===== config.mk =====
export PLATFORM = sky130hd
export DESIGN_NAME = vram_console
export DESIGN_NICKNAME = d
export VERILOG_FILES = /design/src/rtl/vram_console.sv
export SDC_FILE = /design/constraint.sdc
export NUM_CORES = 1
export LEC_CHECK = 0
export CAP_MARGIN = 20
export CORE_UTILIZATION = 55
export CTS_BUF_LIST = sky130_fd_sc_hd__clkbuf_4 sky130_fd_sc_hd__clkbuf_8 sky130_fd_sc_hd__clkbuf_16
export DETAILED_ROUTE_END_ITERATION = 8
export GPL_ROUTABILITY_DRIVEN = 0
export GPL_TIMING_DRIVEN = 0
export MAX_ROUTING_LAYER = met4
export PLACE_DENSITY = 0.87
export SLEW_MARGIN = 20
export SYNTH_ARGS = -nofsm -noshare
export SYNTH_HDL_FRONTEND = slang
export SYNTH_SLANG_ARGS = --single-unit

===== constraint.sdc =====
create_clock -name clk -period 5.2 [get_ports clk]
set_input_delay 0.78 -clock clk [delete_from_list [all_inputs] [get_ports clk]]
set_output_delay 0.78 -clock clk [all_outputs]
set_load 0.02 [all_outputs]

===== src/rtl/vram_console.sv =====
// vram_console: text-mode writer for a COLS x ROWS character VRAM.
// Accepts bytes on a valid/ready handshake and writes printable characters
// at a hardware cursor. It interprets CR, LF, BS and FF. Moving the row past
// the bottom wraps to row 0 and blanks that row, which gives a rolling console.
// Ports:
//   clk, rst               clock, asynchronous active-high reset
//   ch_valid/ch_data/ch_ready  byte input handshake
//   v_ada/v_cea/v_din      VRAM write port (address, enable, data)
//   cursor_col/cursor_row  current cursor position
module vram_console #(
  parameter int          COLS   = 60,
  parameter int          ROWS   = 17,
  parameter int          ADDR_W = 10,
  parameter logic [7:0]  BLANK  = 8'h20
) (
  input  logic              clk,
  input  logic              rst,
  input  logic              ch_valid,
  input  logic [7:0]        ch_data,
  output logic              ch_ready,
  output logic [ADDR_W-1:0] v_ada,
  output logic              v_cea,
  output logic [7:0]        v_din,
  output logic [5:0]        cursor_col,
  output logic [4:0]        cursor_row
);

  typedef enum logic [1:0] {IDLE, WRITE, CLR_ROW, CLR_ALL} state_t;

  localparam logic [ADDR_W-1:0] COLS_A   = ADDR_W'(COLS);
  localparam logic [ADDR_W-1:0] ROW_LAST = ADDR_W'(COLS - 1);
  localparam logic [ADDR_W-1:0] ALL_LAST = ADDR_W'(COLS * ROWS - 1);
  localparam logic [5:0]        LAST_COL = 6'(COLS - 1);
  localparam logic [4:0]        LAST_ROW = 5'(ROWS - 1);

  state_t              state_q, state_d;
  logic                ready_q, ready_d;
  logic                cea_q, cea_d;
  logic [ADDR_W-1:0]   ada_q, ada_d;
  logic [7:0]          din_q, din_d;
  logic [5:0]          col_q, col_d;
  logic [4:0]          row_q, row_d;
  logic [ADDR_W-1:0]   base_q, base_d;   // row_q * COLS, kept incrementally
  logic [ADDR_W-1:0]   cnt_q, cnt_d;
  logic                adv_q, adv_d;     // WRITE should advance the cursor (not BS)

  logic [4:0]          nl_row;
  logic [ADDR_W-1:0]   nl_base;

  always_comb begin
    if (row_q == LAST_ROW) begin
      nl_row  = '0;
      nl_base = '0;
    end else begin
      nl_row  = row_q + 5'd1;
      nl_base = base_q + COLS_A;
    end
  end

  always_comb begin
    state_d = state_q;
    ready_d = ready_q;
    cea_d   = cea_q;
    ada_d   = ada_q;
    din_d   = din_q;
    col_d   = col_q;
    row_d   = row_q;
    base_d  = base_q;
    cnt_d   = cnt_q;
    adv_d   = adv_q;

    unique case (state_q)
      IDLE: begin
        ready_d = 1'b1;
        cea_d   = 1'b0;
        if (ch_valid && ready_q) begin
          case (ch_data)
            8'h0D: col_d = '0;
            8'h0A: begin
              col_d   = '0;
              row_d   = nl_row;
              base_d  = nl_base;
              state_d = CLR_ROW;
              ready_d = 1'b0;
              cea_d   = 1'b1;
              ada_d   = nl_base;
              din_d   = BLANK;
              cnt_d   = '0;
            end
            8'h08: begin
              if (col_q != '0) begin
                col_d   = col_q - 6'd1;
                state_d = WRITE;
                ready_d = 1'b0;
                cea_d   = 1'b1;
                ada_d   = base_q + ADDR_W'(col_q) - ADDR_W'(1);
                din_d   = BLANK;
                adv_d   = 1'b0;
              end
            end
            8'h0C: begin
              col_d   = '0;
              row_d   = '0;
              base_d  = '0;
              state_d = CLR_ALL;
              ready_d = 1'b0;
              cea_d   = 1'b1;
              ada_d   = '0;
              din_d   = BLANK;
              cnt_d   = '0;
            end
            default: begin
              if (ch_data >= 8'h20) begin
                state_d = WRITE;
                ready_d = 1'b0;
                cea_d   = 1'b1;
                ada_d   = base_q + ADDR_W'(col_q);
                din_d   = ch_data;
                adv_d   = 1'b1;
              end
            end
          endcase
        end
      end

      WRITE: begin
        if (adv_q && (col_q == LAST_COL)) begin
          col_d   = '0;
          row_d   = nl_row;
          base_d  = nl_base;
          state_d = CLR_ROW;
          cea_d   = 1'b1;
          ada_d   = nl_base;
          din_d   = BLANK;
          cnt_d   = '0;
        end else begin
          if (adv_q) col_d = col_q + 6'd1;
          state_d = IDLE;
          ready_d = 1'b1;
          cea_d   = 1'b0;
        end
      end

      CLR_ROW, CLR_ALL: begin
        if (cnt_q == ((state_q == CLR_ROW) ? ROW_LAST : ALL_LAST)) begin
          state_d = IDLE;
          ready_d = 1'b1;
          cea_d   = 1'b0;
        end else begin
          cnt_d = cnt_q + ADDR_W'(1);
          ada_d = ada_q + ADDR_W'(1);
        end
      end

      default: state_d = IDLE;
    endcase
  end

  always_ff @(posedge clk or posedge rst) begin
    if (rst) begin
      state_q <= IDLE;
      ready_q <= 1'b0;
      cea_q   <= 1'b0;
      ada_q   <= '0;
      din_q   <= '0;
      col_q   <= '0;
      row_q   <= '0;
      base_q  <= '0;
      cnt_q   <= '0;
      adv_q   <= 1'b0;
    end else begin
      state_q <= state_d;
      ready_q <= ready_d;
      cea_q   <= cea_d;
      ada_q   <= ada_d;
      din_q   <= din_d;
      col_q   <= col_d;
      row_q   <= row_d;
      base_q  <= base_d;
      cnt_q   <= cnt_d;
      adv_q   <= adv_d;
    end
  end

  assign ch_ready   = ready_q;
  assign v_cea      = cea_q;
  assign v_ada      = ada_q;
  assign v_din      = din_q;
  assign cursor_col = col_q;
  assign cursor_row = row_q;

endmodule


==> results_dict.tcl, run 1 <==
set metrics [dict create \
    dieWidth_um 86.82 \
    coreArea_um2 6869 \
    end_kind "register" \
    rsz0062_at_grt "false" \
    cts_setup_buffers 0 \
    syn_inst 474 \
    timing.critical_path.from "ch_data[5]" \
    p_clk_share_pct 13.3 \
    clk_latency_ns 0.32 \
    ys_types 65 \
    die_y_um 86.82 \
    clk_pin_slew_ns 0.09 \
    antenna_found_initial 0 \
    instances_no_fill 618 \
    post_cts_resize_count 0 \
    io_buffers 40 \
    cts_tree "yes" \
    slew_headroom_pct 42.15 \
    wl_mm 10.49 \
    p_seq_share_pct 32.0 \
    p_comb_share_pct 54.7 \
    cts-root-buf "clkbuf_8" \
    die_area_um2 7537 \
    worst-path-max-fanout 9 \
    total_power_mw 2.192 \
    synth_seq_area_share_pct 34.16 \
    drt-initial-drc-count 391 \
    p_leak_nw 1.810 \
    first_pass_iters 5 \
    groute.usage.overall_pct 30.93 \
    critPathKind "in2reg" \
    drive_above_1_share_pct 7.854 \
    cts_buffers 5 \
    synth_edf_count 0 \
    grt_first_pass_wirelength_mm 17.88 \
    grt_overflow 0 \
    utilization_pct 66.87 \
    switching_share_pct 45.19 \
    r2r-start "cursor_col[0]$_DFFE_PP0P_" \
    drtAntennaViolNets 0 \
    async_reset_ff_share_pct 100.0 \
    syn_nets 501 \
    yosys_warnings 0 \
    ir_worst_vdd_mv 0.3586 \
    cts.sinks 54 \
    setup_viol 0 \
    ys_ff_latch 54 \
    final_cell_mix "dfrtp_1 (54), nor2_1 (45), nand2_1 (43)" \
    switchingPower_mw 0.9907 \
    worstMarginPinSlew_ns 0.8646 \
    drcViolationCount 0 \
    htreeDepth 2 \
    grt_max_degree 55 \
    rows 30 \
    critPathLaunchType "input port" \
    hpwlAfterDp_mm 7.714 \
    period_minus_slack_ns 3.100 \
    pin_count 42 \
    vias 3939 \
    status "finished, final reports clean" \
    crit_arrival_ns 3.28 \
    syn-cell-area_um2 3956 \
    start_util_pct 57.60 \
    maxCapViolCount 0 \
    clk_path_buf_depth 2 \
    placed_cells 610 \
    diodes 0 \
    slew_violations 0 \
    area_growth_pct 16.10 \
    fmax_ghz 0.3225 \
    clock_skew_ns 0.01399 \
    powerDensity_nw_per_um2 477.3 \
    final_common_cell "dfrtp_1" \
    synth_flop_cell "dfrtp_1" \
    fin_nets 548 \
    period_share_pct 59.62 \
    worstHoldStart "v_cea$_DFFE_PP0P_" \
    via_per_inst 6.374 \
    syn_avg_cell_area_um2 8.347 \
    grt_pass1_vias 3799 \
    tns_ns 0 \
    cts_hold_buf 0 \
    hp-class "reg2reg" \
    cellInternalPower_mw 1.202 \
    nFillCells 548 \
    critPathRequiredTime_ns 5.38 \
    avgRoutedWirePerCell_um 16.98 \
    final_hold_viol_count 0 \
]
kinds of logic (layout without fill, tap and decap cells):
kind of cell             after synthesis  count (layout)  share of synthesized area, %
AND/OR/NAND/NOR                      199             199                         26.38
buffers and inverters                 42              90                         4.586
AO/OA/AOI/OAI                        132             132                         22.74
flip-flops                            54              54                         34.16
XOR/XNOR                              30              30                         6.641
multiplexers                           1               1                        0.2530
adder cells (fa/ha/maj)               16              16                         5.250
sequential cells by signal, indices dropped and copies added, names as in the netlist:
signal      cells
v_cea           1
ch_ready        1
v_ada          10
adv_q           1
cnt_q          10
base_q         10
cursor_row      5
state_q         2
cursor_col      6
v_din           8
power groups by stage:
stage / clock network (mW) / registers (mW) / logic [mW]
2_1_floorplan: 0 / 0.780 / 0.696
3_3_place_gp: 0 / 0.699 / 1.14
3_5_place_dp: 0 / 0.707 / 1.17
4_1_cts: 0.296 / 0.699 / 1.18
5_1_grt: 0.311 / 0.721 / 1.31
6_report: 0.292 / 0.702 / 1.20
metal layers:
layer | track usage, % | part of all wire (%) | vias up
met3 | 4.952 | 6.8 | 58
met4 | 13.18 | 4.4 | 0
met1 | 38.88 | 41 | 1848
met5 | - | 0 | -
li1 | - | - | 1841
met2 | 49.46 | 47 | 192
synth_stat cells, drive strengths merged (3+ instances only):
cell | instances | area share [%]
a211oi | 6 | 1.1
a21oi | 20 | 2.6
a221oi | 4 | 1.3
a22oi | 3 | 0.57
a31o | 7 | 1.5
a31oi | 8 | 1.3
and2 | 3 | 0.47
and3 | 8 | 1.3
buf | 13 | 1.8
clkbuf | 6 | 0.57
dfrtp | 54 | 34
ha | 15 | 4.7
inv | 21 | 2.0
nand2 | 43 | 4.1
nand2b | 10 | 1.6
nand3 | 29 | 4.0
nand4 | 12 | 1.9
nor2 | 45 | 4.3
nor2b | 5 | 0.79
nor3 | 15 | 2.0
nor4 | 7 | 1.9
o211ai | 3 | 0.92
o21ai | 41 | 5.2
o22ai | 5 | 0.79
o31ai | 11 | 2.1
or3 | 8 | 1.3
xnor2 | 20 | 4.4
xor2 | 10 | 2.2
cell type report:
class | count | area [µm²] | share of cell area [%]
Clock buffer | 6 | 76.32 | 1.662
Tap cell | 96 | 120.1 | 2.615
Timing Repair Buffer | 40 | 400.4 | 8.717
Sequential cell | 54 | 1351 | 29.42
Multi-Input combinational cell | 378 | 2424 | 52.76
Buffer | 19 | 95.09 | 2.070
Clock inverter | 2 | 37.54 | 0.8172
Inverter | 23 | 88.84 | 1.934
final timing paths:
kind                                              to  slack, ns  depth (start not counted)
setup / recovery               base_q[7]$_DFFE_PP0P_       2.10                          9
max in group asynchronous       v_ada[2]$_DFFE_PP0P_       3.84                          2
setup reg to reg                v_ada[9]$_DFFE_PP0P_       2.28                         10
min in group asynchronous  cursor_col[2]$_DFFE_PP0P_       0.91                          2
hold / removal                     v_cea$_DFFE_PP0P_       0.51                          2
hold reg to reg                    v_cea$_DFFE_PP0P_       0.51                          2
stage by stage:
stage | instance area, µm² | hold WS, ns | setup slack (ns)
CTS | 4593 | 0.5150 | 2.174
global route | 4593 | 0.5452 | 2.029
finish | 4593 | 0.5093 | 2.100
detailed placement | 4479 | 0.4931 | 1.851
floorplan | 3956 | 0.4862 | 2.598
global placement | 4477 | 0.4858 | 1.920
critical path, cell delays in order:
cell,delay [ns]
clkdlybuf4s50_1,0.50
or3_1,0.39
buf_2,0.19
nor3_1,0.27
nand4_1,0.39
nand2_1,0.41
a21oi_1,0.07
o21ai_0,0.17
o31ai_1,0.10
(Power assumes the default switching activity.)
==> run 2: changes to the inputs <==
Clock period 5.2 ns to 3.1 ns, I/O delays scaled along.
==> results_dict.tcl, run 2 (synthesized netlist as in run 1, its figures left out) <==
set metrics [dict create \
    crit_arrival_ns 3.08 \
    cts-root-buf "clkbuf_8" \
    grt_max_degree 55 \
    final_cell_mix "dfrtp_1 (54), nor2_1 (45), nand2_1 (43)" \
    grt_pass1_vias 3799 \
    powerDensity_nw_per_um2 800.9 \
    htreeDepth 2 \
    slew_headroom_pct 42.74 \
    pin_count 42 \
    io_buffers 40 \
    hpwlAfterDp_mm 7.714 \
    clk_latency_ns 0.31 \
    cts_hold_buf 0 \
    clock_skew_ns 0.01121 \
    setup_slack_ns 0.2201 \
    cts_buffers 5 \
    critPathRequiredTime_ns 3.30 \
    grt_overflow 0 \
    cts_tree "yes" \
    period_share_pct 92.90 \
    drtAntennaViolNets 0 \
    worstHoldStart "v_cea$_DFFE_PP0P_" \
    vias 3953 \
    nFillCells 545 \
    fmax_ghz 0.3472 \
    groute.usage.overall_pct 30.93 \
    diodes 0 \
    rsz0062_at_grt "false" \
    maxCapViolCount 0 \
    whs_path_depth 2 \
    tns_ns 0 \
    clk_path_buf_depth 2 \
    drive_above_1_share_pct 8.238 \
    dieWidth_um 86.82 \
    final_area_um2 4603 \
    fin_nets 548 \
    worstMarginPinSlew_ns 0.8557 \
    via_per_inst 6.396 \
    post-place-ws_ns 0.06559 \
    clk_pin_slew_ns 0.10 \
    critPathKind "reg2reg" \
    rrSetupSlack_ns 0.22 \
    reg2reg_to "v_ada[9]$_DFFE_PP0P_" \
    end_kind "register" \
    start_util_pct 57.60 \
    first_pass_iters 5 \
    timing.critical_path.from "cursor_col[0]$_DFFE_PP0P_" \
    p_leak_nw 1.813 \
    die_y_um 86.82 \
    dpl-instance-area_um2 4479 \
    worst-path-max-fanout 6 \
    hp-class "reg2reg" \
    r2r-start "cursor_col[0]$_DFFE_PP0P_" \
    coreArea_um2 6869 \
    drcViolationCount 0 \
    final_hold_viol_count 0 \
    instances_no_fill 618 \
    period_minus_slack_ns 2.880 \
    whs_ns 0.5112 \
    area_growth_pct 16.35 \
    avgRoutedWirePerCell_um 17.04 \
    die_area_um2 7537 \
    placed_cells 610 \
    critPathLaunchType "register" \
    reg2regPathDepth 10 \
    rows 30 \
    slew_violations 0 \
    final_common_cell "dfrtp_1" \
    cts.sinks 54 \
    grt_first_pass_wirelength_mm 17.88 \
    setup_viol 0 \
    wl_mm 10.53 \
    status "finished, final reports clean" \
    antenna_found_initial 0 \
    min_to "v_cea$_DFFE_PP0P_" \
    ir_worst_vdd_mv 0.6018 \
    drt-initial-drc-count 498 \
]
run 2: changes by cell type in the layout (fill, tap and decap cells not counted):
cell	previous run	this run
a211oi_2	0	1
nor3_2	1	2
nor3_1	14	13
a211oi_1	6	5
run 2: metrics by stage:
step / util (%) / power [mW]
after detailed placement: 65.21 / 3.149
after CTS: 66.87 / 3.645
after floorplan: - / 2.476
final: 67.01 / 3.687
after global placement: 65.17 / 3.082
after global routing: 67.01 / 3.942
run 2: area by class of cell:
cell class / count / area, µm² / area share, %
Sequential cell: 54 / 1351 / 29.36
Multi-Input combinational cell: 378 / 2434 / 52.87
Clock buffer: 6 / 76.32 / 1.658
Buffer: 19 / 95.09 / 2.066
Clock inverter: 2 / 37.54 / 0.8154
Inverter: 23 / 88.84 / 1.930
Timing Repair Buffer: 40 / 400.4 / 8.698
Tap cell: 96 / 120.1 / 2.609
run 2: where the power goes:
| part | internal [mW] | switching [mW] | total, mW |
|---|---|---|---|
| Combinational | 0.845 | 1.18 | 2.02 |
| Sequential | 0.924 | 0.253 | 1.18 |
| Clock | 0.250 | 0.237 | 0.488 |
run 2: worst max-delay path by stage:
| stage | slack (ns) | to |
|---|---|---|
| floorplan | 0.50 | v_ada[9]$_DFFE_PP0P_ |
| global placement | 0.14 | base_q[6]$_DFFE_PP0P_ |
| detailed placement | 0.07 | base_q[7]$_DFFE_PP0P_ |
| CTS | 0.21 | v_ada[9]$_DFFE_PP0P_ |
| global route | 0.04 | v_ada[9]$_DFFE_PP0P_ |
| finish | 0.22 | v_ada[9]$_DFFE_PP0P_ |
run 2: critical path, stage by stage (launching register included):
cell	delay [ns]
dfrtp_1	0.47
ha_1	0.21
inv_1	0.06
fa_1	0.41
nand2b_1	0.20
a2111oi_0	0.56
a211oi_2	0.17
and3_1	0.20
and4_1	0.19
o21ai_0	0.18
a21oi_1	0.10
run 2: repair_timing:
item / CTS / global route
gates resized for setup: 0 / 2
endpoints found under the setup margin: 0 / 2
buffers inserted: 0 / 0
run 2: per-layer routing:
metal	GRT usage, %	vias to the layer above	share of wire [%]
met5	-	-	0
li1	-	1843	-
met4	13.18	0	4.3
met2	49.46	189	47
met3	4.952	57	6.6
met1	38.88	1864	42
